## src/rtl/rv_pkg.sv

```systemverilog
// Shared types for the register-file write-back front end.
package rv_pkg;

   typedef struct packed {
      logic [4:0]  rd;
      logic [31:0] data;
   } wb_req_t;

   localparam logic [4:0] REG_ZERO = '0;

   function automatic logic rd_writes(input logic [4:0] rd);
      return rd != REG_ZERO;
   endfunction

endpackage

```

## src/rtl/rv_wb_fifo.sv

```systemverilog
// Late-result (B) queue: pointer FIFO with a per-entry live bit that a younger
// A write to the same rd can clear; dead entries still pop in order.
module rv_wb_fifo
   import rv_pkg::*;
#(
   parameter int unsigned DEPTH = 2
) (
   input  logic    clk,
   input  logic    rst_n,
   input  logic    push,
   input  wb_req_t push_req,
   input  logic    pop,
   input  logic    kill,
   input  logic [4:0] kill_rd,
   output wb_req_t head_req,
   output logic    head_live,
   output logic    empty,
   output logic    full
);

   localparam int unsigned AW = $clog2(DEPTH);
   localparam logic [AW:0] PTR_ONE = (AW+1)'(1);

   logic [AW:0]      wr_ptr;
   logic [AW:0]      rd_ptr;
   logic [DEPTH-1:0] live;
   wb_req_t          mem [DEPTH];

   assign empty     = (wr_ptr == rd_ptr);
   assign full      = (wr_ptr[AW] != rd_ptr[AW]) && (wr_ptr[AW-1:0] == rd_ptr[AW-1:0]);
   assign head_req  = mem[rd_ptr[AW-1:0]];
   assign head_live = live[rd_ptr[AW-1:0]];

   // Killing free slots is harmless; the push below re-arms the slot it fills.
   always_ff @(posedge clk or negedge rst_n) begin
      if (!rst_n) begin
         wr_ptr <= '0;
         rd_ptr <= '0;
         live   <= '0;
      end else begin
         for (int unsigned i = 0; i < DEPTH; i++) begin
            if (kill && (mem[i[AW-1:0]].rd == kill_rd)) live[i[AW-1:0]] <= 1'b0;
         end
         if (push) begin
            live[wr_ptr[AW-1:0]] <= 1'b1;
            wr_ptr <= wr_ptr + PTR_ONE;
         end
         if (pop) rd_ptr <= rd_ptr + PTR_ONE;
      end
   end

   always_ff @(posedge clk) begin
      if (push) mem[wr_ptr[AW-1:0]] <= push_req;
   end

endmodule

```

## src/rtl/rv_regs_wb.sv

```systemverilog
// Register-file write-port merge of the A (ALU/CSR) and B (LSU/MUL) result streams.
// Optional read bypass of same-edge commits is enabled by defining RV_WB_BYPASS_EN.
module rv_regs_wb
   import rv_pkg::*;
#(
   parameter int unsigned B_DEPTH      = 2,
   parameter int unsigned STARVE_LIMIT = 4
) (
   input  logic        i_clk,
   input  logic        i_reset_n,
   input  logic        i_a_valid,
   input  logic [4:0]  i_a_rd,
   input  logic [31:0] i_a_data,
   output logic        o_a_stall,
   input  logic        i_b_valid,
   output logic        o_b_ready,
   input  logic [4:0]  i_b_rd,
   input  logic [31:0] i_b_data,
   output logic [4:0]  o_rd,
   output logic        o_write,
   output logic [31:0] o_data,
   input  logic [4:0]  i_rs1,
   input  logic [4:0]  i_rs2,
   input  logic [31:0] i_rf_data1,
   input  logic [31:0] i_rf_data2,
   output logic [31:0] o_data1,
   output logic [31:0] o_data2
);

   localparam int unsigned CW = $clog2(STARVE_LIMIT + 1);
   localparam logic [CW-1:0] STARVE_MAX = CW'(STARVE_LIMIT);
   localparam logic [CW-1:0] CNT_ONE    = CW'(1);

   logic    a_win, b_pop, b_push;
   logic    q_empty, q_full, head_live;
   wb_req_t head_req;
   logic [CW-1:0] starve_cnt, starve_nxt;

   assign a_win     = i_a_valid && rd_writes(i_a_rd);
   assign b_pop     = !a_win && !q_empty;
   assign o_b_ready = !q_full || b_pop;
   assign b_push    = i_b_valid && o_b_ready && rd_writes(i_b_rd);

   rv_wb_fifo #(.DEPTH(B_DEPTH)) u_b_fifo (
      .clk       (i_clk),
      .rst_n     (i_reset_n),
      .push      (b_push),
      .push_req  ('{rd: i_b_rd, data: i_b_data}),
      .pop       (b_pop),
      .kill      (a_win),
      .kill_rd   (i_a_rd),
      .head_req  (head_req),
      .head_live (head_live),
      .empty     (q_empty),
      .full      (q_full)
   );

   always_ff @(posedge i_clk or negedge i_reset_n) begin
      if (!i_reset_n) begin
         o_write <= 1'b0;
         o_rd    <= '0;
         o_data  <= '0;
      end else if (a_win) begin
         o_write <= 1'b1;
         o_rd    <= i_a_rd;
         o_data  <= i_a_data;
      end else if (b_pop) begin
         o_write <= head_live;
         o_rd    <= head_req.rd;
         o_data  <= head_req.data;
      end else begin
         o_write <= 1'b0;
      end
   end

   always_comb begin
      starve_nxt = starve_cnt;
      if (b_pop) starve_nxt = '0;
      else if (q_full && a_win && (starve_cnt != STARVE_MAX)) starve_nxt = starve_cnt + CNT_ONE;
   end

   always_ff @(posedge i_clk or negedge i_reset_n) begin
      if (!i_reset_n) begin
         starve_cnt <= '0;
         o_a_stall  <= 1'b0;
      end else begin
         starve_cnt <= starve_nxt;
         o_a_stall  <= (starve_nxt == STARVE_MAX);
      end
   end

`ifdef RV_WB_BYPASS_EN
   logic        hit1, hit2;
   logic [31:0] byp_data;

   // o_rd is never x0 while o_write is high, so rs==0 cannot hit.
   always_ff @(posedge i_clk or negedge i_reset_n) begin
      if (!i_reset_n) begin
         hit1     <= 1'b0;
         hit2     <= 1'b0;
         byp_data <= '0;
      end else begin
         hit1     <= o_write && (o_rd == i_rs1);
         hit2     <= o_write && (o_rd == i_rs2);
         byp_data <= o_data;
      end
   end

   assign o_data1 = hit1 ? byp_data : i_rf_data1;
   assign o_data2 = hit2 ? byp_data : i_rf_data2;
`else
   logic unused_rs;
   assign unused_rs = ^{i_rs1, i_rs2};
   assign o_data1   = i_rf_data1;
   assign o_data2   = i_rf_data2;
`endif

endmodule

```

## config.mk

```make
export PLATFORM = sky130hd
export DESIGN_NAME = rv_regs_wb
export DESIGN_NICKNAME = d
export VERILOG_FILES = /design/src/rtl/rv_pkg.sv /design/src/rtl/rv_wb_fifo.sv /design/src/rtl/rv_regs_wb.sv
export SDC_FILE = /design/constraint.sdc
export NUM_CORES = 1
export LEC_CHECK = 0
export ABC_AREA = 1
export CORE_ASPECT_RATIO = 0.8
export CORE_MARGIN = 3
export CORE_UTILIZATION = 42
export DETAILED_ROUTE_END_ITERATION = 12
export PLACE_DENSITY_LB_ADDON = 0.15
export SETUP_SLACK_MARGIN = 0.3
export SLEW_MARGIN = 20
export SYNTH_ARGS = -nofsm -noshare
export SYNTH_HDL_FRONTEND = slang
export SYNTH_SLANG_ARGS = --single-unit
```

## constraint.sdc

```tcl
create_clock -name i_clk -period 2.6 [get_ports i_clk]
set_input_delay 0.39 -clock i_clk [delete_from_list [all_inputs] [get_ports i_clk]]
set_output_delay 0.39 -clock i_clk [all_outputs]
set_load 0.02 [all_outputs]
```

After elaboration in Yosys (flattened, before gate mapping)

Memories as Yosys holds them, arrays and structs flattened.
Index checks and enable logic that the tools add are counted.

Register bits after elaboration: 48
Bits in latches: 0
Memory bits (writable): 74
ROM bits: 0
Output and inout bits: 104
Logic and storage cells: 57
Memories kept: 1

Memories:

| name         | words | width | read ports | clocked after memory_dff | wr ports | line             | RTL |
|---|---|---|---|---|---|---|---|
| u_b_fifo.mem | 2     | 37    | 3          | 0                        | 1        | rv_wb_fifo.sv:27 | `wb_req_t mem [DEPTH];` |

Add/sub/neg operators: 3
Multiply operators: 0
Divide/modulo/power cells: 0
Magnitude comparators: 3
Equal/unequal tests: 7
Shift operators: 0
Multiplexer cells: 17
Bitwise operators: 1
Reductions and logical operators: 17

Operators by type and width:

| kind                                                                 | number |
|---|---|
| 32-bit 2-to-1 mux                                                    | 2 |
| 5-bit == test                                                        | 2 |
| 1-bit logical AND                                                    | 10 |
| 5-bit 2-to-1 mux                                                     | 2 |
| 5-bit nonzero test                                                   | 2 |
| 1-bit 2-to-1 mux                                                     | 9 |
| 3-bit 2-to-1 mux                                                     | 2 |
| 2-bit by 1-bit adder with 2-bit output, second input constant        | 2 |
| 1-bit by 2-bit < comparator with 1-bit output, second input constant | 2 |
| 3-bit by 1-bit adder with 3-bit output, second input constant        | 1 |
| 3-bit == test, second input constant                                 | 1 |
| 1-bit logical NOT                                                    | 3 |
| 3-bit != test, second input constant                                 | 1 |
| 2-bit == test                                                        | 1 |
| 2-bit 2-to-1 mux                                                     | 1 |
| 2-bit bitwise OR                                                     | 1 |
| 2-bit nonzero test                                                   | 1 |
| 1-bit demux with 1-bit select                                        | 1 |
| 1-bit == test                                                        | 1 |
| 1-bit greater-or-equal comparator, second input constant             | 1 |
| 1-bit logical OR                                                     | 1 |
| 1-bit != test                                                        | 1 |

Depth between registers and ports, before layout

Gate-level depths: netlist (run 1).

Word-level depth: 9
Gate-level depth with buffers: 11

By module

Synthesis (run 1) repeated with hierarchy kept, for this count alone.

Cells, all modules: 504
Area, all modules: 5798.1 um2

Modules (own cells, without submodules):

| module     | times used | cells each | area an instance (um2) |
|---|---|---|---|
| rv_wb_fifo | 1          | 200        | 3273.1 |
| rv_regs_wb | 1          | 304        | 2524.9 |

Least setup slack after synthesis (run 1)

OpenSTA, ideal clock, no wires.

Path type: input port to flip-flop
From: in i_a_rd[2]
To: mem u_b_fifo.mem[1][0] (netlist name), enable pin
Arrival time: 1.786 ns
Path slack: 0.422 ns
Stages on the path: 7
Path buffers: 0
Cell sequence: nor2_1 -> nand3_1 -> nand2_1 -> nor2_1 -> nor2_1 -> nand2_1 -> inv_1

Cells in the longest elaborated chain, start to end: 9

RTL lines:

| what                                   | line             | RTL |
|---|---|---|
| start: declaration                     | rv_regs_wb.sv:12 | `input logic [4:0] i_a_rd,` |
| 5-bit nonzero test                     | rv_pkg.sv:12     | `return rd != REG_ZERO;` |
| 1-bit logical AND                      | rv_regs_wb.sv:39 | `assign a_win = i_a_valid && rd_writes(i_a_rd);` |
| 1-bit logical NOT                      | rv_regs_wb.sv:40 | `assign b_pop = !a_win && !q_empty;` |
| 1-bit logical AND                      | rv_regs_wb.sv:40 |  |
| 1-bit logical OR                       | rv_regs_wb.sv:41 | `assign o_b_ready = !q_full \|\| b_pop;` |
| 1-bit logical AND (2 in a row)         | rv_regs_wb.sv:42 | `assign b_push = i_b_valid && o_b_ready && rd_writes(i_b_rd);` |
| 1-bit 2-to-1 mux                       | rv_wb_fifo.sv:53 | `if (push) mem[wr_ptr[AW-1:0]] <= push_req;` |
| 1-bit 2-to-1 mux (not written as such) | rv_wb_fifo.sv:53 |  |
| end: declaration                       | rv_wb_fifo.sv:27 |  |

Every way passes these cells.

Worst setup path in the final report (run 1)

From: in i_a_rd[4]
To: out o_b_ready

Cells in the longest elaborated chain, start to end: 5

RTL lines:

| what               | line             | RTL |
|---|---|---|
| 5-bit nonzero test | rv_pkg.sv:12     |  |
| 1-bit logical AND  | rv_regs_wb.sv:39 |  |
| 1-bit logical NOT  | rv_regs_wb.sv:40 |  |
| 1-bit logical AND  | rv_regs_wb.sv:40 |  |
| 1-bit logical OR   | rv_regs_wb.sv:41 |  |
| end: declaration   | rv_regs_wb.sv:16 | `output logic o_b_ready,` |

Every way passes these cells.

==> results of run 1 <==
[logic make-up after synthesis]
family / count (synthesis) / share of synthesized area [%]
adders and majority gates: 2 / 0.451
DFF: 122 / 61.8
buffers and inverters: 100 / 12.1
AOI/OAI and AO/OA: 21 / 2.62
muxes: 17 / 3.07
and+or+nand+nor: 230 / 17.9
xor gates and xnor gates: 13 / 2.05
[registers in the layout (all words and copies together), names as in the netlist]
signal and flops:
o_rd 5, u_b_fifo.mem 74, o_a_stall 1, u_b_fifo.live 2, o_data 32, starve_cnt 3, u_b_fifo.wr_ptr 2, o_write 1
u_b_fifo.rd_ptr 2
[worst register-to-register path, cell delays in order, from the launching register on]
cell and delay, ps:
dfrtp_2 470, buf_4 320, nand2_1 140, nand2_1 90, nor2_2 150, inv_2 80
nor2_4 310, buf_4 250, nand2_1 70, o211ai_1 90
[power by group through the flow]
| stage | registers, mW | clock network, mW | logic (mW) |
|---|---|---|---|
| detailed placement | 3.03 | 0 | 2.90 |
| floorplan | 3.33 | 0 | 1.45 |
| CTS | 3.00 | 2.22 | 2.92 |
| global placement | 3.01 | 0 | 2.87 |
| finish | 3.00 | 2.18 | 2.88 |
| global route | 3.06 | 2.32 | 3.16 |
[metal layers]
metal	share of wire, %	wire, µm
met3	9.7	1400
met4	2.0	295
met5	0	0
met1	39	5690
met2	49	7080
[through the flow]
step	utilization (%)	cells	setup WS [ps]	area [µm²]	hold WS, ps
after floorplan	-	505	422	5540	94.4
after global placement	52.2	732	146	6530	410
after detailed placement	52.2	732	138	6530	414
after CTS	56.7	765	404	7090	491
after global routing	56.7	765	316	7090	509
final	56.7	765	411	7090	492
[placed cells by master, fill, tap and decap left out, types with 3 or more instances in the layout]
cell             Yosys  routed
inv_2                3       3
xnor2_1              4       4
nor2_1              13      13
buf_4               66      18
clkdlybuf4s50_1      0     115
clkinv_4             0       4
buf_12               0       4
o211ai_1            16      16
dfrtp_1             48      47
clkbuf_16            0      17
clkinv_2             0       4
xor2_1               9       9
nand3_1             16      16
nand2_1            173     173
edfxtp_1            74      74
nand3_2             10      10
inv_1               14      13
mux2i_1             17      17
nand4_1              3       3
clkinvlp_4           0       3
o21ai_0              3       3
nand2_2             11      11
[final cells by class]
cell class                      instances  area (µm²)  share of cell area (%)
Multi-Input combinational cell        283        1450                    20.4
Timing Repair Buffer                  140        1390                    19.6
Inverter                               17        63.8                   0.899
Sequential cell                       122        3420                    48.3
Clock buffer                           18         429                    6.05
Clock inverter                         14         125                    1.76
Tap cell                              171         214                    3.02
[Yosys cell counts (all sizes together)]
cell    count
nor2       15
xor2        9
mux2i      17
nand2     184
clkbuf      4
buf        79
a21oi       2
edfxtp     74
dfrtp      48
inv        17
xnor2       4
nand3      26
o21ai       3
nand4       3
o211ai     16
ha          2
nor3        2
[timing repair]
item / 4_1_cts / 5_1_grt
hold endpoints to repair: 20 / 0
endpoints found under the setup margin: 1 / 0
gates resized for setup: 1 / 0
hold buffers: 1 / 0
[worst paths after layout]
path                       slack (ps)          endpoint  cells after the start                from
setup / recovery                  410         o_b_ready                      8           i_a_rd[4]
hold / removal                    490  u_b_fifo.live[0]                      2    u_b_fifo.live[0]
setup reg to reg                  540        o_data[27]                      9  u_b_fifo.rd_ptr[0]
hold reg to reg                   490  u_b_fifo.live[0]                      2    u_b_fifo.live[0]
max in group asynchronous        1460         o_a_stall                      3           i_reset_n
min in group asynchronous         500        o_data[14]                      2           i_reset_n
==> qor.yml, run 1 <==
hp-class: "flip-flop to flip-flop"
met1_usage_pct: 24.4
p_per_area_nw_per_um2: 1140
clock-sinks: 122
crit_chain: "clkdlybuf4s50_1, nor2_1, nand3_1, nand2_1, nor2_1, buf_4, inv_1, dlygate4sd2_1"
tightest_slew_ps: 550
grt-ovfl-total: 0
clockBufferDepth: 2
ir_drop_mv: 0.627
crit_path_end_kind: "output port"
tns_ps: 0
yosysSeqAreaShare_pct: 61.8
routed_wl_mm: 14.5
coreArea_um2: 12500
cts_tree: "yes"
yosys.area.top_type: "edfxtp_1"
min_period_ps: 2190
io_pins: 256
fin_crit_sh_pct: 84.2
initial_utilization_pct: 44.3
port-buffer-count: 117
drive_gt1_share_pct: 13.6
synth_fp_nets: 659
slowest_stage: "clkdlybuf4s50_1"
rows: 36
p_sw_mw: 2.84
swShare_pct: 35.3
fmax_mhz: 457
synth_cell_types: 24
drtIter0Drc: 196
syn_to_final_growth_pct: 28.0
cp.buffers_inverters: 4
max_cap_viol_count: 0
power_mw: 8.06
diodes: 0
wl_per_cell_um: 18.9
drtAntennaViolNets: 0
internal-power_mw: 5.22
leakage_nw: 2.98
firstDrtPassIters: 4
clk_latency_ps: 420
grt_max_degree: 37
synthCells: 505
skew_ps: 11.5
critPathMaxStageDelay_ps: 460
drv_slew: 0
root_buffer: "clkbuf_16"
setup_viol: 0
avgSynthCellArea_um2: 11.0
maxSlewHeadroom_pct: 63.3
synth.top_cell.area_share_pct: 40.1
fin_nets: 735
gr-usage-all-layers_pct: 20.5
clkTransAtPathRegs_ps: 60
fp.dieH_um: 109
grt_pass1_vias: 3784
n_fill_cell: 1068
p_seq_share_pct: 37.2
gp_congestion: 0.763
grt_pass1_wl_mm: 22.2
die_x_um: 134
status: "completed"
synth_seq_cells: 122
met2_usage_pct: 32.9
dieArea_um2: 14600
cp_top_family: "buffers and inverters"
numCtsBuffers: 17
share_comb_of_total_power_pct: 35.7
rsz0062_at_grt: "no"
p_clk_share_pct: 27.1
critPathMostFrequentCell: "nor2_1"
grtUsageMet3_pct: 9.64
antenna_found_initial: 0
start_kind: "input port"
htree_levels: 4
critPathKind: "input port to output port"
vias: 3668
crit_required_ps: 2210
path_max_fanout: 5
drc: 0
dp_hpwl_mm: 10.6
busiest_layer: "met2"
postCtsSetupBuffers: 0
cp_data_arrival_time_ps: 1800
hold_viol_final: 0
vias_per_cell: 4.79
synth.area.top_cells: "edfxtp_1 (40%), dfrtp_1 (22%), nand2_1 (12%), buf_4 (8.9%), mux2i_1 (3.1%)"
syn_area_um2: 5540
yosys_warnings: 0
(Power assumes the default switching activity.)
==> run 2, diff against run 1 <==
- clock period: 2.6 -> 2.1 ns (I/O delays scaled with it)
==> run 2 against run 1 <==
Net effect:
- sequential power increased by 24%
- clock-buffer cell count increased by 3
- via count increased by 1.4%
- global-route usage decreased by 0.46 points
- register-to-register slack got worse by 250 ps
- highest routed layer unchanged
- sequential share of layout area decreased by 2.1 points
==> qor.yml, run 2 (synthesis gave the netlist of run 1 again) <==
coreArea_um2: 12500  # unchanged
leakage_nw: 3.12  # +4.5%
fin_util_pct: 59.2  # +2.6 points
grt-ovfl-total: 0  # unchanged
clockBufferDepth: 2  # unchanged
timing.rr.end: "u_b_fifo.mem[0][17]"
firstDrtPassIters: 4  # unchanged
path_depth: 8  # unchanged
fin_nets: 749  # +1.9%
drtIter0Drc: 231  # +18%
r2r-start: "u_b_fifo.wr_ptr[1]"
rows: 36  # unchanged
drv_slew: 0  # unchanged
hp-class: "input port to async pin"
cp_data_arrival_time_ps: 1990  # +190 ps
gp_congestion: 0.795  # +4.1%
skew_ps: 3.74  # -7.72 ps
antenna_found_initial: 0  # unchanged
htree_levels: 4  # unchanged
clkTransAtPathRegs_ps: 50  # about the same
place_area_um2: 6640  # +1.6%
dpl_worst_slack_ps: -123  # -261 ps
port-buffer-count: 117  # unchanged
fmax_mhz: 550
status: "completed"
dp_hpwl_mm: 10.6  # +0.50%
gr-usage-all-layers_pct: 20.1  # -0.46 points
ir_drop_mv: 0.822  # +31%
final_common_cell: "nand2_1"
most-common-layout-cells: "nand2_1 (165), clkdlybuf4s50_1 (114), edfxtp_1 (74)"
cts_tree: "yes"
grt_pass1_vias: 3705  # -2.1%
drc: 0  # unchanged
drtAntennaViolNets: 0  # unchanged
min_period_ps: 1820
critPathMaxStageDelay_ps: 440  # -20 ps
fp.dieH_um: 109  # unchanged
hold_slack_ps: 451  # -41.0 ps
clk_latency_ps: 410  # about the same
r2r_slack_ps: 290  # -250 ps
slowest_stage: "clkdlybuf4s50_1"
vias_per_cell: 4.77  # -0.46%
critical_path.endpoint: "u_b_fifo.mem[0][17]"
layoutNonFillerInstCount: 779  # +1.8%
p_per_area_nw_per_um2: 1440  # +27%
drive_gt1_share_pct: 17.8  # +4.1 points
numCtsBuffers: 17  # unchanged
die_x_um: 134  # unchanged
path_max_fanout: 16  # +11
maxSlewHeadroom_pct: 68.3  # +4.9 points
tns_ps: 0  # unchanged
rsz0062_at_grt: "yes"
cp-startpoint: "i_b_rd[1]"
cp_top_family: "buffers and inverters"
clock-sinks: 122  # unchanged
start_kind: "input port"
setup_viol: 0  # unchanged
crit_path_end_kind: "flip-flop"
fin_crit_sh_pct: 86.6
diodes: 0  # unchanged
grt_max_degree: 49  # +32%
dp_cells: 736  # +0.55%
reg2reg_depth: 10  # +1
hold_viol_final: 0  # unchanged
critPathKind: "input port to flip-flop"
root_buffer: "clkbuf_16"
max_cap_viol_count: 0  # unchanged
vias: 3718  # +1.4%
finalWorstSetupSlack_ps: 280  # -131 ps
crit_required_ps: 2270  # +60 ps
crit_chain: "clkdlybuf4s50_1, nor2_1, nand2_1, o21ai_0, nor2_4, nand2_2, clkinvlp_4, buf_12"
wl_per_cell_um: 18.7  # -1.3%
cp.buffers_inverters: 3  # -1
io_pins: 256  # unchanged
syn_to_final_growth_pct: 33.8
grt_pass1_wl_mm: 21.7  # -2.3%
final_area_um2: 7410  # +4.5%
initial_utilization_pct: 44.3  # unchanged
routed_wl_mm: 14.5  # +0.50%
largest_reg_flops: 74  # unchanged
tightest_slew_ps: 471  # -78.7 ps
power_mw: 10.7  # +33%
dieArea_um2: 14600  # unchanged
[run 2: layer usage]
| layer | up-vias | share of wire (%) | wire length [µm] | GRT usage, % |
|---|---|---|---|---|
| met4 | 0 | 1.8 | 267 | 7.19 |
| met2 | 168 | 49 | 7120 | 32.4 |
| met3 | 27 | 10 | 1460 | 8.53 |
| met5 | - | 0 | 0 | 0 |
| li1 | 1784 | - | - | - |
| met1 | 1739 | 39 | 5690 | 24.3 |
[run 2: where the power goes]
| group | switching [mW] | internal, mW | leakage, nW |
|---|---|---|---|
| Sequential | 0.360 | 3.35 | 1.27 |
| Combinational | 2.19 | 1.77 | 1.55 |
| Clock | 1.01 | 2.02 | 0.301 |
| Total | 3.56 | 7.13 | 3.12 |
[run 2: worst min-delay path by stage]
stage | endpoint | slack [ps] | cells after the start
after global placement | o_data[16] | 330 | 2
after CTS | o_rd[0] | 430 | 3
after floorplan | o_a_stall | 20 | 0
after detailed placement | o_data[16] | 340 | 2
final | o_data[3] | 450 | 3
after global routing | u_b_fifo.mem[0][8] | 480 | 1
[run 2: worst reg2reg max path, cell delays in order (launching register included)]
cell and delay, ps:
dfrtp_1 420, inv_2 90, nand2_2 50, nand2_2 80, nand2_2 60, nor2_4 140, buf_6 140, nor2_4 40
nand2_2 120, clkinvlp_4 200, buf_12 220
[run 2: timing repair]
item | in CTS | in global routing
gates resized for setup | 10 | 14
hold buffers | 1 | 0
pin swaps | 1 | 0
setup buffers | 3 | 6
gates cloned | 0 | 1
endpoints found under the hold margin | 48 | 0
endpoints found under the setup margin | 27 | 114
[run 2: final cells by class]
cell class | instances | area (µm²)
repair buffers | 154 | 1590
inverters | 17 | 73.8
well taps | 171 | 214
fillers | 1043 | 5110
flip-flops and latches | 122 | 3420
clock buffers | 21 | 450
multi-input cells | 283 | 1490
clock inverters | 11 | 169
==> run 3, diff against run 2 <==
- PLACE_DENSITY_LB_ADDON: 0.15 -> 0.08
- SETUP_SLACK_MARGIN: 0.3 -> 0.1
==> run 3 against run 2 <==
Net effect:
- worst setup slack got worse by 45 ps
- clock-buffer cell count fell by 2
- wire length increased by 1.1%
- power down 7.4%
- combinational power down 7.1%
- die area unchanged
- highest routed layer unchanged
- critical path depth increased by 2
==> qor.yml, run 3 (synthesis gave the netlist of run 1 again) <==
rsz0062_at_grt: "no"
path_max_fanout: 21  # +5
fin_crit_sh_pct: 88.8  # +2.2 points
routed_wl_mm: 14.7  # +1.1%
r2r-start: "u_b_fifo.wr_ptr[0]"
port-buffer-count: 117  # unchanged
gp_congestion: 0.786  # -1.1%
top_layer_used: "met4"
clock-sinks: 122  # unchanged
final_area_um2: 7170  # -3.3%
maxSlewHeadroom_pct: 55.4  # -13 points
whs_endpoint: "o_data[24]"
critPathKind: "input port to flip-flop"
hp-class: "input port to flip-flop"
clockBufferDepth: 2  # unchanged
antenna_found_initial: 2  # +2
initial_utilization_pct: 44.3  # unchanged
cp_data_arrival_time_ps: 1980  # about the same
final_common_cell: "nand2_1"
hold_viol_final: 0  # unchanged
firstDrtPassIters: 4  # unchanged
numCtsBuffers: 17  # unchanged
rows: 36  # unchanged
die_x_um: 134  # unchanged
fin_nets: 739  # -1.3%
vias_per_cell: 4.79  # +0.39%
setup_viol: 0  # unchanged
r2r_slack_ps: 270  # -20 ps
crit_path_end_kind: "flip-flop"
clk_latency_ps: 410  # about the same
fmax_mhz: 536  # -2.4%
p_per_area_nw_per_um2: 1380  # -4.2%
timing.rr.end: "u_b_fifo.mem[0][0]"
fp.dieH_um: 109  # unchanged
grt_max_degree: 30  # -39%
drv_slew: 0  # unchanged
dp_hpwl_mm: 10.9  # +2.6%
status: "completed"
drive_gt1_share_pct: 14.5  # -3.2 points
drtIter0Drc: 234  # +1.3%
dpl_worst_slack_ps: -160  # -36.0 ps
most-common-layout-cells: "nand2_1 (172), clkdlybuf4s50_1 (115), edfxtp_1 (74)"
io_pins: 256  # unchanged
root_buffer: "clkbuf_16"
tightest_slew_ps: 669  # +197 ps
cts_tree: "yes"
min_path_cells: 3
htree_levels: 4  # unchanged
largest_reg_flops: 74  # unchanged
drc: 0  # unchanged
start_kind: "input port"
gr-usage-all-layers_pct: 20.6  # +0.50 points
wl_per_cell_um: 19.1  # +2.2%
min_period_ps: 1860  # +45.2 ps
crit_required_ps: 2210  # -60 ps
met3_length_mm: 1.44  # -1.4%
grt_pass1_vias: 3775  # +1.9%
reg2reg_depth: 10  # unchanged
clkTransAtPathRegs_ps: 50  # about the same
leakage_nw: 2.98  # -4.3%
place_area_um2: 6630  # -0.15%
hp-start: "i_a_data[24]"
syn_to_final_growth_pct: 29.4
skew_ps: 4.11  # +0.363 ps
met1_length_mm: 5.74  # +1.0%
grt_pass1_wl_mm: 22.0  # +1.4%
drtAntennaViolNets: 0  # unchanged
finalWorstSetupSlack_ps: 235  # -45.2 ps
dieArea_um2: 14600  # unchanged
ir_drop_mv: 0.665  # -19%
coreArea_um2: 12500  # unchanged
vias: 3694  # -0.65%
max_cap_viol_count: 0  # unchanged
grt-ovfl-total: 0  # unchanged
wl_met2_mm: 7.04  # -1.0%
## run 3: cell types whose count changed in the layout (fill, tap and decap cells not counted), sizes merged, moves of 2 or more
cell      change
clkbuf        -2
bufinv        -4
diode         +2
clkinv        +3
buf          -10
clkinvlp      +4
## run 3: cell type report
| type | instances | area (µm²) |
|---|---|---|
| flip-flops and latches | 122 | 3420 |
| inverters | 17 | 71.3 |
| diodes | 2 | 5.00 |
| multi-input cells | 283 | 1460 |
| fillers | 1067 | 5350 |
| clock inverters | 13 | 81.3 |
| well taps | 171 | 214 |
| clock buffers | 19 | 433 |
| repair buffers | 144 | 1480 |
## run 3: stage by stage
step | TNS (ps) | hold slack [ps] | total power [mW] | util (%) | std cells
after floorplan | 0 | 19.4 | 5.93 | - | 505
after global placement | -4060 | 373 | 7.42 | 52.9 | 735
after detailed placement | -5550 | 382 | 7.46 | 52.9 | 735
after CTS | 0 | 459 | 10.0 | 57.2 | 769
after global routing | 0 | 482 | 10.5 | 57.2 | 771
final | 0 | 468 | 9.90 | 57.2 | 771
## run 3: worst max-delay path by stage
stage	cells after the start	from	end	slack, ps
final	10	i_a_rd[4]	u_b_fifo.mem[0][0]	240
after global routing	10	u_b_fifo.wr_ptr[0]	u_b_fifo.mem[0][33]	140
after CTS	7	u_b_fifo.wr_ptr[1]	o_b_ready	130
after detailed placement	7	i_a_rd[4]	o_b_ready	-160
after global placement	7	i_a_rd[4]	o_b_ready	-150
after floorplan	9	u_b_fifo.rd_ptr[0]	u_b_fifo.mem[0][0]	120
## run 3: report_power, final
group / leakage, nW / total [mW] / switching, mW / internal [mW]
Sequential: 1.27 / 3.71 / 0.362 / 3.35
Combinational: 1.48 / 3.68 / 2.09 / 1.59
Clock: 0.237 / 2.51 / 1.03 / 1.48
## run 3: layer usage
| layer | vias up | track usage [%] |
|---|---|---|
| li1 | 1766 | - |
| met1 | 1757 | 25.0 |
| met4 | 0 | 10.2 |
| met5 | - | 0 |
| met2 | 139 | 32.1 |
| met3 | 32 | 8.26 |
## run 3: timing repair
action,in CTS,in global routing
setup endpoints to repair,1,38
endpoints found under the hold margin,22,0
pin swaps,1,0
buffers inserted,1,0
resized for setup,2,3
hold buffers,1,0
## run 3: worst max-delay path, cell delays in order
cell	delay, ps
clkdlybuf4s50_1	470
nor2_1	120
nand3_1	110
nand2_1	150
nor2_4	70
buf_4	150
nor2_2	130
nand2_1	130
clkinvlp_4	130
buf_12	180
